### src/rtl/seg7_bus_writer_pkg.sv
// Shared types for the 7-segment bus writer: FSM states, phase and byte-stride helper.
// Latency: n/a (types and constant functions only).
// Backpressure: n/a.
package seg7_bus_pkg;

   typedef enum logic [2:0] {
      IDLE,
      WR_REQ,
      RD_REQ,
      GAP,
      FINISH
   } state_t;

   typedef enum logic {
      PH_WRITE,
      PH_READ
   } phase_t;

   // Register stride in bytes for a bus of the given data width.
   function automatic int unsigned byte_stride(input int unsigned data_width);
      return data_width / 8;
   endfunction

endpackage

### src/rtl/seg7_bus_writer_if.sv
// Simple strobe/ack memory-mapped bus between an initiator and a register responder.
// Latency: responder-defined; a request completes in the cycle strobe and ack are both high.
// Backpressure: the initiator holds addr/wdata/strobe stable until ack.
// Signals: addr, wdata, wr, rd (initiator -> responder); ack, rdata (responder -> initiator).
interface seg7_bus_if #(
   parameter int ADDR_WIDTH = 32,
   parameter int DATA_WIDTH = 32
);
   logic [ADDR_WIDTH-1:0] addr;
   logic [DATA_WIDTH-1:0] wdata;
   logic                  wr;
   logic                  rd;
   logic                  ack;
   logic [DATA_WIDTH-1:0] rdata;

   modport master (output addr, wdata, wr, rd, input ack, rdata);
   modport slave  (input addr, wdata, wr, rd, output ack, rdata);
endinterface

### src/rtl/seg7_bus_writer_bus_req_timer.sv
// Wait-cycle counter for one outstanding bus request; flags when TIMEOUT cycles are used up.
// Latency: expired is a decode of the registered count, valid the cycle the count reaches TIMEOUT-1.
// Backpressure: none; clr has priority over en, and the count holds once expired.
// Ports: clk, n_rst (async active-low), clr, en, expired.
module bus_req_timer #(
   parameter int unsigned TIMEOUT = 256
) (
   input  logic clk,
   input  logic n_rst,
   input  logic clr,
   input  logic en,
   output logic expired
);

   localparam int unsigned   CW   = (TIMEOUT > 1) ? $clog2(TIMEOUT) : 1;
   localparam logic [CW-1:0] LAST = CW'(TIMEOUT - 1);

   logic [CW-1:0] cnt;

   always_ff @(posedge clk or negedge n_rst) begin
      if (!n_rst) begin
         cnt <= '0;
      end else if (clr) begin
         cnt <= '0;
      end else if (en && !expired) begin
         cnt <= cnt + CW'(1);
      end
   end

   assign expired = (cnt == LAST);

endmodule

### src/rtl/seg7_bus_writer.sv
// Writes each hex nibble of a captured value to its digit register, reads all back and verifies.
// Latency: 2*NUM_7SEGMENTS*2 + 2 cycles start-to-done with zero-wait acks (34 for 8 digits).
// Backpressure: each request is held until ack; a request unacked for TIMEOUT cycles aborts the run.
// Ports: clk, n_rst, i_start, i_value, o_busy, o_done, o_mismatch, o_error, bus (master side).
module seg7_bus_writer
   import seg7_bus_pkg::*;
#(
   parameter int unsigned           ADDR_WIDTH    = 32,
   parameter int unsigned           DATA_WIDTH    = 32,
   parameter logic [ADDR_WIDTH-1:0] BASE_ADDR     = 32'hc0001000,
   parameter int unsigned           NUM_7SEGMENTS = 8,
   parameter int unsigned           TIMEOUT       = 256
) (
   input  logic                  clk,
   input  logic                  n_rst,
   input  logic                  i_start,
   input  logic [DATA_WIDTH-1:0] i_value,
   output logic                  o_busy,
   output logic                  o_done,
   output logic                  o_mismatch,
   output logic                  o_error,
   seg7_bus_if.master            bus
);

   // NUM_7SEGMENTS*4 must not exceed DATA_WIDTH: every digit takes one nibble of i_value.
   localparam int unsigned           IW       = (NUM_7SEGMENTS > 1) ? $clog2(NUM_7SEGMENTS) : 1;
   localparam logic [IW-1:0]         LAST_IDX = IW'(NUM_7SEGMENTS - 1);
   localparam logic [ADDR_WIDTH-1:0] STRIDE   = ADDR_WIDTH'(byte_stride(DATA_WIDTH));

   state_t                state_q, state_d;
   phase_t                phase_q;
   logic [IW-1:0]         idx_q;
   logic [DATA_WIDTH-1:0] val_q;
   logic                  mismatch_q;
   logic                  error_q;
   logic                  fin_q;       // read-back of the last digit has completed

   logic                  wr, rd, busy, done;
   logic [3:0]            cur_nib;
   logic [ADDR_WIDTH-1:0] req_addr;
   logic                  tmr_clr, tmr_en, tmr_expired;
   logic                  unused_rdata;

   assign cur_nib  = val_q[4*idx_q +: 4];
   assign req_addr = BASE_ADDR + (ADDR_WIDTH'(idx_q) * STRIDE);   // wraps modulo 2^ADDR_WIDTH

   // Only the low nibble of read data carries a digit.
   assign unused_rdata = ^bus.rdata[DATA_WIDTH-1:4];

   // ---------------- state register ----------------
   always_ff @(posedge clk or negedge n_rst) begin
      if (!n_rst) begin
         state_q <= IDLE;
      end else begin
         state_q <= state_d;
      end
   end

   // ---------------- next state and outputs ----------------
   always_comb begin
      state_d = state_q;
      wr      = 1'b0;
      rd      = 1'b0;
      busy    = 1'b0;
      done    = 1'b0;
      case (state_q)
         IDLE: begin
            if (i_start) state_d = WR_REQ;
         end
         WR_REQ: begin
            wr   = 1'b1;
            busy = 1'b1;
            if (bus.ack)          state_d = GAP;
            else if (tmr_expired) state_d = FINISH;
         end
         RD_REQ: begin
            rd   = 1'b1;
            busy = 1'b1;
            if (bus.ack)          state_d = GAP;
            else if (tmr_expired) state_d = FINISH;
         end
         GAP: begin
            busy = 1'b1;
            if (fin_q)                  state_d = FINISH;
            else if (phase_q == PH_READ) state_d = RD_REQ;
            else                        state_d = WR_REQ;
         end
         FINISH: begin
            done    = 1'b1;
            state_d = IDLE;
         end
         default: state_d = IDLE;
      endcase
   end

   // ---------------- datapath: capture, digit index, sticky flags ----------------
   always_ff @(posedge clk or negedge n_rst) begin
      if (!n_rst) begin
         phase_q    <= PH_WRITE;
         idx_q      <= '0;
         val_q      <= '0;
         mismatch_q <= 1'b0;
         error_q    <= 1'b0;
         fin_q      <= 1'b0;
      end else begin
         case (state_q)
            IDLE: begin
               if (i_start) begin
                  val_q      <= i_value;
                  mismatch_q <= 1'b0;
                  error_q    <= 1'b0;
                  idx_q      <= '0;
                  phase_q    <= PH_WRITE;
                  fin_q      <= 1'b0;
               end
            end
            WR_REQ, RD_REQ: begin
               if (bus.ack) begin
                  if (state_q == RD_REQ && bus.rdata[3:0] != cur_nib) mismatch_q <= 1'b1;
                  if (idx_q == LAST_IDX) begin
                     idx_q <= '0;
                     if (state_q == WR_REQ) phase_q <= PH_READ;
                     else                   fin_q   <= 1'b1;
                  end else begin
                     idx_q <= idx_q + IW'(1);
                  end
               end else if (tmr_expired) begin
                  error_q <= 1'b1;
               end
            end
            default: ;
         endcase
      end
   end

   // The timer runs only while a strobe is up; idle and gap cycles re-arm it.
   assign tmr_clr = !(wr || rd);
   assign tmr_en  = (wr || rd) && !bus.ack;

   bus_req_timer #(
      .TIMEOUT (TIMEOUT)
   ) u_timer (
      .clk     (clk),
      .n_rst   (n_rst),
      .clr     (tmr_clr),
      .en      (tmr_en),
      .expired (tmr_expired)
   );

   // Request fields are zeroed whenever no strobe is up, so reset drives every output to 0.
   assign bus.wr    = wr;
   assign bus.rd    = rd;
   assign bus.addr  = (wr || rd) ? req_addr : '0;
   assign bus.wdata = wr ? {{(DATA_WIDTH-4){1'b0}}, cur_nib} : '0;

   assign o_busy     = busy;
   assign o_done     = done;
   assign o_mismatch = mismatch_q;
   assign o_error    = error_q;

endmodule

### src/flat_wrapper.sv
// flat-port wrapper written by rule: the top's interface ports become plain ports
module seg7_bus_writer_flat import seg7_bus_pkg::*;
#(
   parameter int unsigned           ADDR_WIDTH    = 32,
   parameter int unsigned           DATA_WIDTH    = 32,
   parameter logic [ADDR_WIDTH-1:0] BASE_ADDR     = 32'hc0001000,
   parameter int unsigned           NUM_7SEGMENTS = 8,
   parameter int unsigned           TIMEOUT       = 256
)
  (clk, n_rst, i_start, i_value, o_busy, o_done, o_mismatch, o_error, bus_addr, bus_wdata, bus_wr, bus_rd, bus_ack, bus_rdata);
  seg7_bus_if #(.ADDR_WIDTH(ADDR_WIDTH), .DATA_WIDTH(DATA_WIDTH)) bus_i ();
  input  logic clk;
  input  logic n_rst;
  input  logic i_start;
  input  logic [DATA_WIDTH-1:0] i_value;
  output logic o_busy;
  output logic o_done;
  output logic o_mismatch;
  output logic o_error;
  output wire logic [$bits(bus_i.addr)-1:0] bus_addr;
  output wire logic [$bits(bus_i.wdata)-1:0] bus_wdata;
  output wire logic [$bits(bus_i.wr)-1:0] bus_wr;
  output wire logic [$bits(bus_i.rd)-1:0] bus_rd;
  input wire logic [$bits(bus_i.ack)-1:0] bus_ack;
  input wire logic [$bits(bus_i.rdata)-1:0] bus_rdata;
  assign bus_addr = bus_i.addr;
  assign bus_wdata = bus_i.wdata;
  assign bus_wr = bus_i.wr;
  assign bus_rd = bus_i.rd;
  assign bus_i.ack = bus_ack;
  assign bus_i.rdata = bus_rdata;
  seg7_bus_writer #(.ADDR_WIDTH(ADDR_WIDTH), .DATA_WIDTH(DATA_WIDTH), .BASE_ADDR(BASE_ADDR), .NUM_7SEGMENTS(NUM_7SEGMENTS), .TIMEOUT(TIMEOUT)) u_core (.clk(clk), .n_rst(n_rst), .i_start(i_start), .i_value(i_value), .o_busy(o_busy), .o_done(o_done), .o_mismatch(o_mismatch), .o_error(o_error), .bus(bus_i));
endmodule
### config.mk
export PLATFORM = sky130hd
export DESIGN_NAME = seg7_bus_writer_flat
export DESIGN_NICKNAME = d
export VERILOG_FILES = /design/src/rtl/seg7_bus_writer_pkg.sv /design/src/rtl/seg7_bus_writer_if.sv /design/src/rtl/seg7_bus_writer_bus_req_timer.sv /design/src/rtl/seg7_bus_writer.sv /design/src/flat_wrapper.sv
export SDC_FILE = /design/constraint.sdc
export NUM_CORES = 1
export LEC_CHECK = 0
export BUFFER_PORTS_ARGS = -buffer_cell sky130_fd_sc_hd__clkbuf_2
export CELL_PAD_IN_SITES_DETAIL_PLACEMENT = 0
export CELL_PAD_IN_SITES_GLOBAL_PLACEMENT = 1
export CORE_ASPECT_RATIO = 2
export CORE_UTILIZATION = 35
export CTS_CLUSTER_DIAMETER = 150
export DETAILED_ROUTE_END_ITERATION = 16
export PLACE_DENSITY_LB_ADDON = 0.1
export SLEW_MARGIN = 0
export SYNTH_ARGS = -nofsm -noshare
export SYNTH_HDL_FRONTEND = slang
export SYNTH_HIERARCHICAL = 1
export SYNTH_SLANG_ARGS = --single-unit
### constraint.sdc
create_clock -name clk -period 2.7 [get_ports clk]
set_clock_uncertainty 0.05 [all_clocks]
set_input_delay 0.54 -clock clk [delete_from_list [all_inputs] [get_ports clk]]
set_output_delay 0.54 -clock clk [all_outputs]
set_load 0.02 [all_outputs]
==> results of run 1 <==
[state kept, by name, indices dropped and copies added, names as in the netlist]
name / flops
u_core/val_q: 32
u_core/u_timer/cnt: 8
u_core/idx_q: 3
u_core/state_q: 3
u_core/fin_q: 1
u_core/o_error: 1
u_core/o_mismatch: 1
u_core/phase_q: 1
[layout by cell type, fill, tap and decap left out, types with 2 or more instances in the layout]
cell type / netlist / final
nor4_1: 2 / 2
dfrtp_1: 50 / 50
clkbuf_16: 0 / 5
nand2b_1: 4 / 4
a21oi_1: 9 / 9
nand2_1: 11 / 11
inv_2: 2 / 2
or3b_1: 2 / 2
o21bai_1: 3 / 3
a31oi_1: 3 / 3
a22oi_1: 2 / 2
clkbuf_2: 0 / 55
mux2i_1: 18 / 18
nor2_1: 11 / 11
inv_1: 3 / 3
o21ai_0: 7 / 7
a21o_1: 2 / 2
a211oi_1: 4 / 4
nand3_1: 3 / 3
a22o_1: 6 / 6
nor2b_1: 7 / 7
conb_1: 1 / 54
ha_1: 3 / 3
buf_4: 56 / 7
nor3_1: 9 / 9
nor3b_1: 4 / 4
and2_1: 2 / 2
mux2_2: 33 / 33
nand4_1: 2 / 2
[kinds of logic (layout without fill, tap and decap cells)]
family | Yosys count | count (layout)
DFF | 50 | 50
buffers and inverters | 71 | 76
and+or+nand+nor | 67 | 67
AOI/OAI and AO/OA | 41 | 41
muxes | 52 | 52
adders and majority gates | 3 | 3
other | 1 | 54
xor gates and xnor gates | 1 | 1
[per-layer routing]
layer / global-route usage, % / up-vias / wire length [um]
li1: - / 1002 / -
met1: 16.8 / 996 / 2350
met2: 25.0 / 85 / 3340
met3: 3.23 / 8 / 347
met4: 6.37 / 0 / 121
met5: 0 / - / 0
[through the flow]
step / instance area, um2 / utilization, % / power, W / hold slack (ns)
6_report: 3390 / 40.6 / 0.00379 / 0.292
5_1_grt: 3390 / 40.6 / 0.00409 / 0.356
4_1_cts: 3390 / 40.6 / 0.00386 / 0.330
3_5_place_dp: 3220 / 38.6 / 0.00311 / 0.445
3_3_place_gp: 3220 / 38.6 / 0.00308 / 0.439
2_1_floorplan: 3250 / - / 0.00273 / 0.194
[how the worst max path moves through the flow]
stage | start | end | slack [ns] | cells past startpoint
finish | u_core/state_q[1]$_DFFE_PN0P_ | bus_addr[30] | 0.26 | 5
floorplan | u_core/state_q[1]$_DFFE_PN0P_ | u_core/u_timer/cnt[7]$_DFFE_PN0P_ | 0.55 | 8
global placement | u_core/state_q[1]$_DFFE_PN0P_ | u_core/u_timer/cnt[7]$_DFFE_PN0P_ | 0.43 | 7
global route | u_core/state_q[1]$_DFFE_PN0P_ | bus_addr[30] | 0.09 | 5
detailed placement | u_core/state_q[1]$_DFFE_PN0P_ | u_core/u_timer/cnt[7]$_DFFE_PN0P_ | 0.44 | 7
CTS | u_core/state_q[1]$_DFFE_PN0P_ | bus_addr[30] | 0.19 | 5
[Yosys cell counts (all sizes together)]
| library cell | count |
|---|---|
| o21ai | 8 |
| nor4 | 2 |
| nand2b | 4 |
| ha | 3 |
| o21a | 1 |
| nor3b | 4 |
| nand3 | 3 |
| inv | 5 |
| or2 | 1 |
| clkbuf | 3 |
| a22o | 6 |
| a21oi | 9 |
| a31oi | 3 |
| a21o | 2 |
| nor3 | 10 |
| conb | 1 |
| nand3b | 1 |
| or3b | 2 |
| nor4b | 2 |
| buf | 63 |
| o21bai | 3 |
| o21ba | 1 |
| nand2 | 11 |
| a22oi | 2 |
| a21boi | 1 |
| nand4 | 2 |
| and4 | 2 |
| dfrtp | 50 |
| nor2 | 12 |
| mux2i | 18 |
| a211oi | 4 |
| nor2b | 7 |
| and2 | 3 |
| and3 | 1 |
| xor2 | 1 |
| mux2 | 34 |
| o211ai | 1 |
[report_power, final]
group / total (W) / leakage (nW) / switching, W / internal, W
clock network: 0.000727 / 0.0842 / 0.000288 / 0.000439
logic: 0.00181 / 0.922 / 0.000984 / 0.000823
registers: 0.00125 / 0.616 / 0.000189 / 0.00107
total: 0.00379 / 1.62 / 0.00146 / 0.00233
[cell type report]
cell class | count | area [um2]
Clock buffer | 5 | 125
Timing Repair Buffer | 63 | 348
Clock inverter | 3 | 43.8
Multi-Input combinational cell | 218 | 1480
Inverter | 5 | 18.8
Tap cell | 98 | 123
Sequential cell | 50 | 1250
Fill cell | 856 | 4960
==> impl_metrics.yaml, run 1 <==
cells_and_area:
  area_growth_pct: 11.0
  fin_nets: 414
  fin_cells: 442
  n_antenna_cell: 0
  drive_gt1_share_pct: 33.1
timing:
  rsz0062_at_grt: "no"
  worstMarginPinSlew_ns: 0.657
  timing.final.crit_share_pct: 90.5
  fin_crit_ns: 2.44
  slew_viol_final: 0
  finalSetupViolCount: 0
  setup-tns-final_ns: 0
  worst_slack_ns: 0.257
  slew_headroom_pct: 56.2
  timing.fmax_mhz: 409
  hold_viol_final: 0
placed_design:
  gp_congestion: 0.732
  io_buffers: 55
  pre_cts_slack_ns: 0.437
  dp_hpwl_mm: 4.62
  placed_cells: 434
power:
  powerDensity_mw_per_mm2: 1120
  vdd_ir_drop_max_mv: 0.377
  power_leakage_nw: 1.62
global_route:
  grt_start_max_net_pins: 51
  antenna_found_initial: 0
  grt_pass1_wl_mm: 9.73
  grt_pass1_vias: 1962
  gr-usage-all-layers_pct: 14.6
  overflow: 0
synthesis:
  synth_xor_area_share_pct: 0.287
  yosys.area.top_type: "dfrtp_1"
  synth_seq_cells: 50
  synth_top_family_by_area: "multiplexers"
  ys_warn_count: 6
  synth_cell_types: 48
  synth_area_mm2: 0.00306
  synth-compound-area-share_pct: 9.01
  synth_cells: 286
  syn_avg_cell_area_um2: 10.7
  synthTopCellsByArea: "dfrtp_1, buf_4, mux2_2"
  synth-simple-area-share_pct: 12.8
  synth_seq_area_share_pct: 41.0
  yosys.area_share.adder_pct: 1.23
  synth_top_area_share_pct: 41.0
  synthMuxAreaShare_pct: 18.6
clock_network:
  insertion_delay_ns: 0.30
  cts_inserted_buffers: 5
  ctsHtreeMaxLevel: 2
  cts_resized: 0
  cts_buffer_depth: 2
  post-cts-setup-buffer-count: 0
  clk_pin_slew_ns: 0.07
  clock_sinks: 50
  cts_root_buf: "clkbuf_16"
  cts_tree: "yes"
  cts_hold_buf: 0
critical_path:
  cpMaxStageDelayCell: "nor2_2"
  cp-start-kind: "register"
  critPathKind: "reg -> out"
  worstPathRequired_ns: 2.11
  worstRegToRegCells: 7
  crit_chain: "or3b_1 > inv_2 > nor2_2 > inv_1 > clkbuf_2"
  cp-end-kind: "primary output"
  slowest_delay_ns: 0.44
  critPathTopFamily: "simple AND/OR/NAND/NOR gates"
  crit_fanout: 13
  critPathBufInv: 3
  arrival_ns: 1.85
  r2r-end: "u_core/u_timer/cnt[7]$_DFFE_PN0P_"
  regToRegSetupSlack_ns: 0.48
  reg2reg_from: "u_core/state_q[1]$_DFFE_PN0P_"
die:
  ios: 138
  die_h_um: 134
  fp.coreArea_mm2: 0.00835
  die_w_um: 68.1
  dieArea_mm2: 0.00913
  initial_core_util_pct: 36.6
  rows: 47
drt:
  post_drt_wl_per_cell_um: 13.9
  routed_wirelength_mm: 6.16
  detail-route-antenna-nets: 0
  firstDrtPassIters: 4
  drc_errors: 0
  vias: 2091
  viasPerCell: 4.73
  drtIter0Drc: 48
worst_hold_path:
  hp-class: "in -> async"
run_status:
  outcome: "complete, no violations"
flow_run:
  cap_violations: 0
(Power assumes the default switching activity.)
==> inputs of run 2 (changes only) <==
Settings changed: SYNTH_HIERARCHICAL 1 to unset.
==> run 2 against run 1 <==
Against the previous run: die area shrank 2.8%; via count shrank 4.6%; sequential power shrank 3%; global-route usage grew 0.58 points; fmax shrank 5.0%; final cell count shrank 2.7%; area after synthesis shrank 2.9%; worst setup slack lost 0.13 ns; flip-flop and latch count is the same; worst hold slack lost 0.12 ns; combinational power shrank 5%; design area shrank 3.6%.
==> impl_metrics.yaml, run 2 <==
run_status:
  outcome: "complete, no violations"
global_route:
  grt_start_max_net_pins: 38
  grt_pass1_vias: 1961
  overflow: 0
  grt_pass1_wl_mm: 9.87
  gr-usage-all-layers_pct: 15.2
  antenna_found_initial: 0
timing:
  slew_viol_final: 0
  fin_crit_ns: 2.57
  slew_headroom_pct: 63.1
  timing.final.crit_share_pct: 95.2
  finalSetupViolCount: 0
  timing.fmax_mhz: 389
  setup-tns-final_ns: 0
  rsz0062_at_grt: "no"
  hold_ws_ns: 0.169
  worstMarginPinSlew_ns: 0.553
  hold_viol_final: 0
drt:
  firstDrtPassIters: 4
  detail-route-antenna-nets: 0
  vias: 1995
  drc_errors: 0
  routed_wirelength_mm: 6.29
  post_drt_wl_per_cell_um: 14.6
  viasPerCell: 4.64
  drtIter0Drc: 47
cells_and_area:
  n_antenna_cell: 0
  area_growth_pct: 10.2
  largest_reg_flops: 32
  mostFrequentLayoutCell: "clkbuf_2"
  top_register: "u_core.val_q"
  n_fill_cell: 867
  final_cell_mix: "clkbuf_2, conb_1, dfrtp_1"
  fin_nets: 402
  drive_gt1_share_pct: 33.1
  regArea_mm2: 0.00125
  largest_registers: "u_core.val_q: 32 flops, u_core.u_timer.cnt: 8 flops"
  multi_input_area_mm2: 0.00140
clock_network:
  insertion_delay_ns: 0.29
  cts_root_buf: "clkbuf_16"
  clock_sinks: 50
  cts_buffer_depth: 2
  ctsHtreeMaxLevel: 2
  cts_tree: "yes"
  cts_resized: 0
  cts_inserted_buffers: 5
  cts_hold_buf: 0
  clk_pin_slew_ns: 0.07
  post-cts-setup-buffer-count: 0
synthesis:
  synth_cells: 276
  ys.flop_type: "dfrtp_1"
  synth_seq_area_share_pct: 42.2
  ys_warn_count: 0
  synth_top_area_share_pct: 42.2
  synth_cell_types: 42
  syn_avg_cell_area_um2: 10.7
  synth_area_mm2: 0.00297
  synthTopCellsByArea: "dfrtp_1, buf_4, mux2_2"
  synth_seq_cells: 50
  synth.most_common_cell: "buf_4"
  yosys-top-cells-count: "buf_4, dfrtp_1, mux2_2"
  synth-async-reset-ratio_pct: 100
  yosys.area.top_type: "dfrtp_1"
  synth_enable_flop_cells: 0
flow_run:
  cap_violations: 0
critical_path:
  crit_fanout: 13
  cp-end-kind: "primary output"
  crit_chain: "xnor2_1 > or2_2 > inv_1 > and2_1 > clkbuf_2"
  arrival_ns: 1.98
  cpMaxStageDelayCell: "dfrtp_1"
  slowest_delay_ns: 0.39
  cp-start-kind: "register"
  worstPathRequired_ns: 2.11
  worstRegToRegCells: 5
  critPathKind: "reg -> out"
die:
  rows: 47
  dieArea_mm2: 0.00887
  ios: 138
  initial_core_util_pct: 36.0
  fp.coreArea_mm2: 0.00823
  die_w_um: 67.1
  die_h_um: 132
placed_design:
  io_buffers: 55
  dp_hpwl_mm: 4.83
  gp_congestion: 0.723
worst_hold_path:
  hp-class: "in -> async"
power:
  powerDensity_mw_per_mm2: 1090
  power_leakage_nw: 1.58
  vdd_ir_drop_max_mv: 0.454
[run 2: cell families after synthesis]
kind of cell             count (synthesis)  share of synthesized area (%)
multiplexers                            48                           17.5
AND/OR/NAND/NOR                         62                           11.3
XOR/XNOR                                 8                           2.36
other                                    1                          0.126
AO/OA/AOI/OAI                           32                           7.59
flip-flops                              50                           42.2
buffers and inverters                   72                           17.6
adder cells (fa/ha/maj)                  3                           1.27
[run 2: critical path: cells and delay by family (launching register included)]
kind                   cells  cell delay [ns]
buffers and inverters      2             0.50
flip-flops                 1             0.39
XOR/XNOR                   1             0.19
AND/OR/NAND/NOR            2             0.60
[run 2: final cells by class]
type | count | share of cell area (%)
clock buffer | 5 | 3.83
tap | 98 | 3.75
timing repair buffer | 63 | 10.3
sequential | 50 | 38.3
inverter | 4 | 0.459
clock inverter | 3 | 0.727
multi-input combinational | 207 | 42.7
[run 2: routing by layer]
layer	vias up	track usage (%)	part of all wire (%)
li1	953	-	-
met1	969	15.4	36
met2	67	29.1	59
met3	6	2.34	3.7
met4	0	6.03	1.8
met5	-	0	0
[run 2: worst paths after layout]
path	from	end	slack (ns)
worst min-delay path	n_rst	u_core.o_error$_DFFE_PN0P_	0.17
worst max-delay path	u_core.state_q[1]$_DFFE_PN0P_	bus_addr[2]	0.13
min in group clk	i_value[11]	u_core.val_q[11]$_DFFE_PN0P_	0.42
worst max register to register	u_core.state_q[2]$_DFFE_PN0P_	u_core.idx_q[0]$_DFFE_PN0P_	0.77
worst min register to register	u_core.val_q[14]$_DFFE_PN0P_	u_core.val_q[14]$_DFFE_PN0P_	0.46
max in group asynchronous	n_rst	u_core.val_q[14]$_DFFE_PN0P_	1.72
[run 2: metrics by stage]
stage / instance area [um2] / std cells / setup WS [ns] / power [W] / util, %
after floorplan: 3170 / 329 / 0.574 / 0.00264 / -
after global placement: 3120 / 422 / 0.397 / 0.00296 / 37.9
after detailed placement: 3120 / 422 / 0.417 / 0.00299 / 37.9
after CTS: 3270 / 430 / 0.0858 / 0.00364 / 39.7
after global routing: 3270 / 430 / 0.00718 / 0.00384 / 39.7
final: 3270 / 430 / 0.129 / 0.00357 / 39.7
[run 2: where the power goes]
| group | switching, W | internal [W] |
|---|---|---|
| sequential | 0.000163 | 0.00105 |
| clock | 0.000290 | 0.000347 |
| combinational | 0.000991 | 0.000733 |
| total | 0.00144 | 0.00213 |
==> inputs of run 3 (changes only) <==
Settings changed: PLACE_DENSITY set to 0.83, PLACE_DENSITY_LB_ADDON 0.1 to unset.
==> run 3 against run 2 <==
Against the previous run: sequential share of layout area rose by 0.21 points; global-route usage decreased by 0.21 points; worst hold slack better by 0.027 ns; final cell count is 0.47% lower; design area down 0.54%; power shrank 1.2%; highest routed layer unchanged; via count is 0.25% lower.
==> impl_metrics.yaml, run 3 (same netlist as run 2, synthesis figures left out) <==
run_status:
  outcome: "complete, no violations"
cells_and_area:
  mostFrequentLayoutCell: "clkbuf_2"
  drive_gt1_share_pct: 32.7
  largest_registers: "u_core.val_q: 32 flops, u_core.u_timer.cnt: 8 flops"
  n_fill_cell: 872
  fin_util_pct: 39.5
  area_growth_pct: 9.66
  n_antenna_cell: 0
  regArea_mm2: 0.00125
  fin_nets: 401
  multi_input_area_mm2: 0.00140
  top_register: "u_core.val_q"
  largest_reg_flops: 32
  final_cell_mix: "clkbuf_2, conb_1, dfrtp_1"
timing:
  finalSetupViolCount: 0
  fin_crit_ns: 2.50
  rsz0062_at_grt: "no"
  hold_viol_final: 0
  hold_ws_ns: 0.196
  slew_viol_final: 0
  setup-tns-final_ns: 0
  timing.final.crit_share_pct: 92.5
  timing.fmax_mhz: 401
clock_network:
  clock_sinks: 50
  cts_buffer_depth: 2
  cts_resized: 0
  cts_tree: "yes"
  cts_inserted_buffers: 5
  post-cts-setup-buffer-count: 0
  insertion_delay_ns: 0.29
  clk_pin_slew_ns: 0.07
  cts_root_buf: "clkbuf_16"
  cts_hold_buf: 0
  ctsHtreeMaxLevel: 2
placed_design:
  dp_hpwl_mm: 4.70
  gp_congestion: 0.788
  io_buffers: 55
global_route:
  gr-usage-all-layers_pct: 15.0
  grt_pass1_vias: 2042
  overflow: 0
  antenna_found_initial: 0
  grt_start_max_net_pins: 38
  grt_pass1_wl_mm: 9.75
die:
  initial_core_util_pct: 36.0
  ios: 138
  dieArea_mm2: 0.00887
  fp.coreArea_mm2: 0.00823
  die_w_um: 67.1
  die_h_um: 132
  rows: 47
critical_path:
  worstPathRequired_ns: 2.11
  cp-end-kind: "primary output"
  slowest_delay_ns: 0.39
  critPathKind: "reg -> out"
  cp-startpoint: "u_core.state_q[0]$_DFFE_PN0P_"
  crit_chain: "xnor2_1 > or2_2 > inv_1 > and2_1 > clkbuf_2"
  cp_num_cells: 5
  critPathBufInv: 2
  cpMaxStageDelayCell: "dfrtp_1"
  regToRegSetupSlack_ns: 0.70
  worstRegToRegCells: 7
  arrival_ns: 1.91
  reg2reg_from: "u_core.idx_q[0]$_DFFE_PN0P_"
  r2r-end: "u_core.o_mismatch$_DFFE_PN0P_"
  cp-start-kind: "register"
  critPathTopFamily: "simple AND/OR/NAND/NOR gates"
  crit_end: "bus_addr[4]"
  crit_fanout: 13
power:
  powerDensity_mw_per_mm2: 1090
  vdd_ir_drop_max_mv: 0.467
  power_frac_clock_pct: 17.2
  power_leakage_nw: 1.58
  switching_share_pct: 39.9
  power_w: 0.00353
  power_switching_w: 0.00141
  pwr-share-seq_pct: 34.4
  p_int_w: 0.00212
  comb_power_share_pct: 48.4
drt:
  routed_wirelength_mm: 5.98
  vias: 1990
  firstDrtPassIters: 4
  drtIter0Drc: 49
  detail-route-antenna-nets: 0
  drc_errors: 0
  viasPerCell: 4.65
  post_drt_wl_per_cell_um: 14.0
flow_run:
  cap_violations: 0
worst_hold_path:
  hp-class: "in -> async"
-- run 3: changes by cell type in the layout (fill, tap and decap cells not counted) --
| cell | before | now |
|---|---|---|
| buf_4 | 8 | 7 |
| clkinv_2 | 0 | 1 |
| clkinvlp_4 | 2 | 0 |
-- run 3: routing by layer --
metal,up-vias,global-route usage (%),wire (um)
met1,957,14.4,2050
met2,76,28.4,3500
met4,0,6.86,152
met3,8,3.11,272
li1,949,-,-
met5,-,0,0
-- run 3: final cells by class --
type                       count  share of cell area (%)
inverter                       4                   0.462
sequential                    50                    38.5
clock buffer                   5                    3.85
timing repair buffer          62                    10.1
multi-input combinational    207                    43.0
clock inverter                 2                   0.423
tap                           98                    3.77
-- run 3: per-stage QoR --
| step | setup slack (ns) | cells | instance area [um2] |
|---|---|---|---|
| after CTS | 0.175 | 428 | 3250 |
| final | 0.203 | 428 | 3250 |
| after global placement | 0.530 | 421 | 3110 |
| after detailed placement | 0.502 | 421 | 3110 |
| after global routing | 0.106 | 428 | 3250 |
| after floorplan | 0.574 | 329 | 3170 |
-- run 3: worst min path at each step --
stage | slack [ns] | start | to
6_report | 0.20 | n_rst | u_core.val_q[29]$_DFFE_PN0P_
5_1_grt | 0.23 | n_rst | u_core.val_q[8]$_DFFE_PN0P_
3_3_place_gp | 0.44 | u_core.val_q[16]$_DFFE_PN0P_ | u_core.val_q[16]$_DFFE_PN0P_
3_5_place_dp | 0.45 | u_core.val_q[11]$_DFFE_PN0P_ | u_core.val_q[11]$_DFFE_PN0P_
2_1_floorplan | 0.19 | n_rst | u_core.fin_q$_DFFE_PN0P_
4_1_cts | 0.21 | n_rst | u_core.u_timer.cnt[5]$_DFFE_PN0P_
-- run 3: power by group through the flow --
stage	Clock, W	Combinational (W)	Sequential, W
global route	0.000660	0.00188	0.00126
CTS	0.000635	0.00174	0.00122
global placement	0	0.00170	0.00121
floorplan	0	0.00145	0.00119
finish	0.000608	0.00171	0.00122
detailed placement	0	0.00174	0.00123
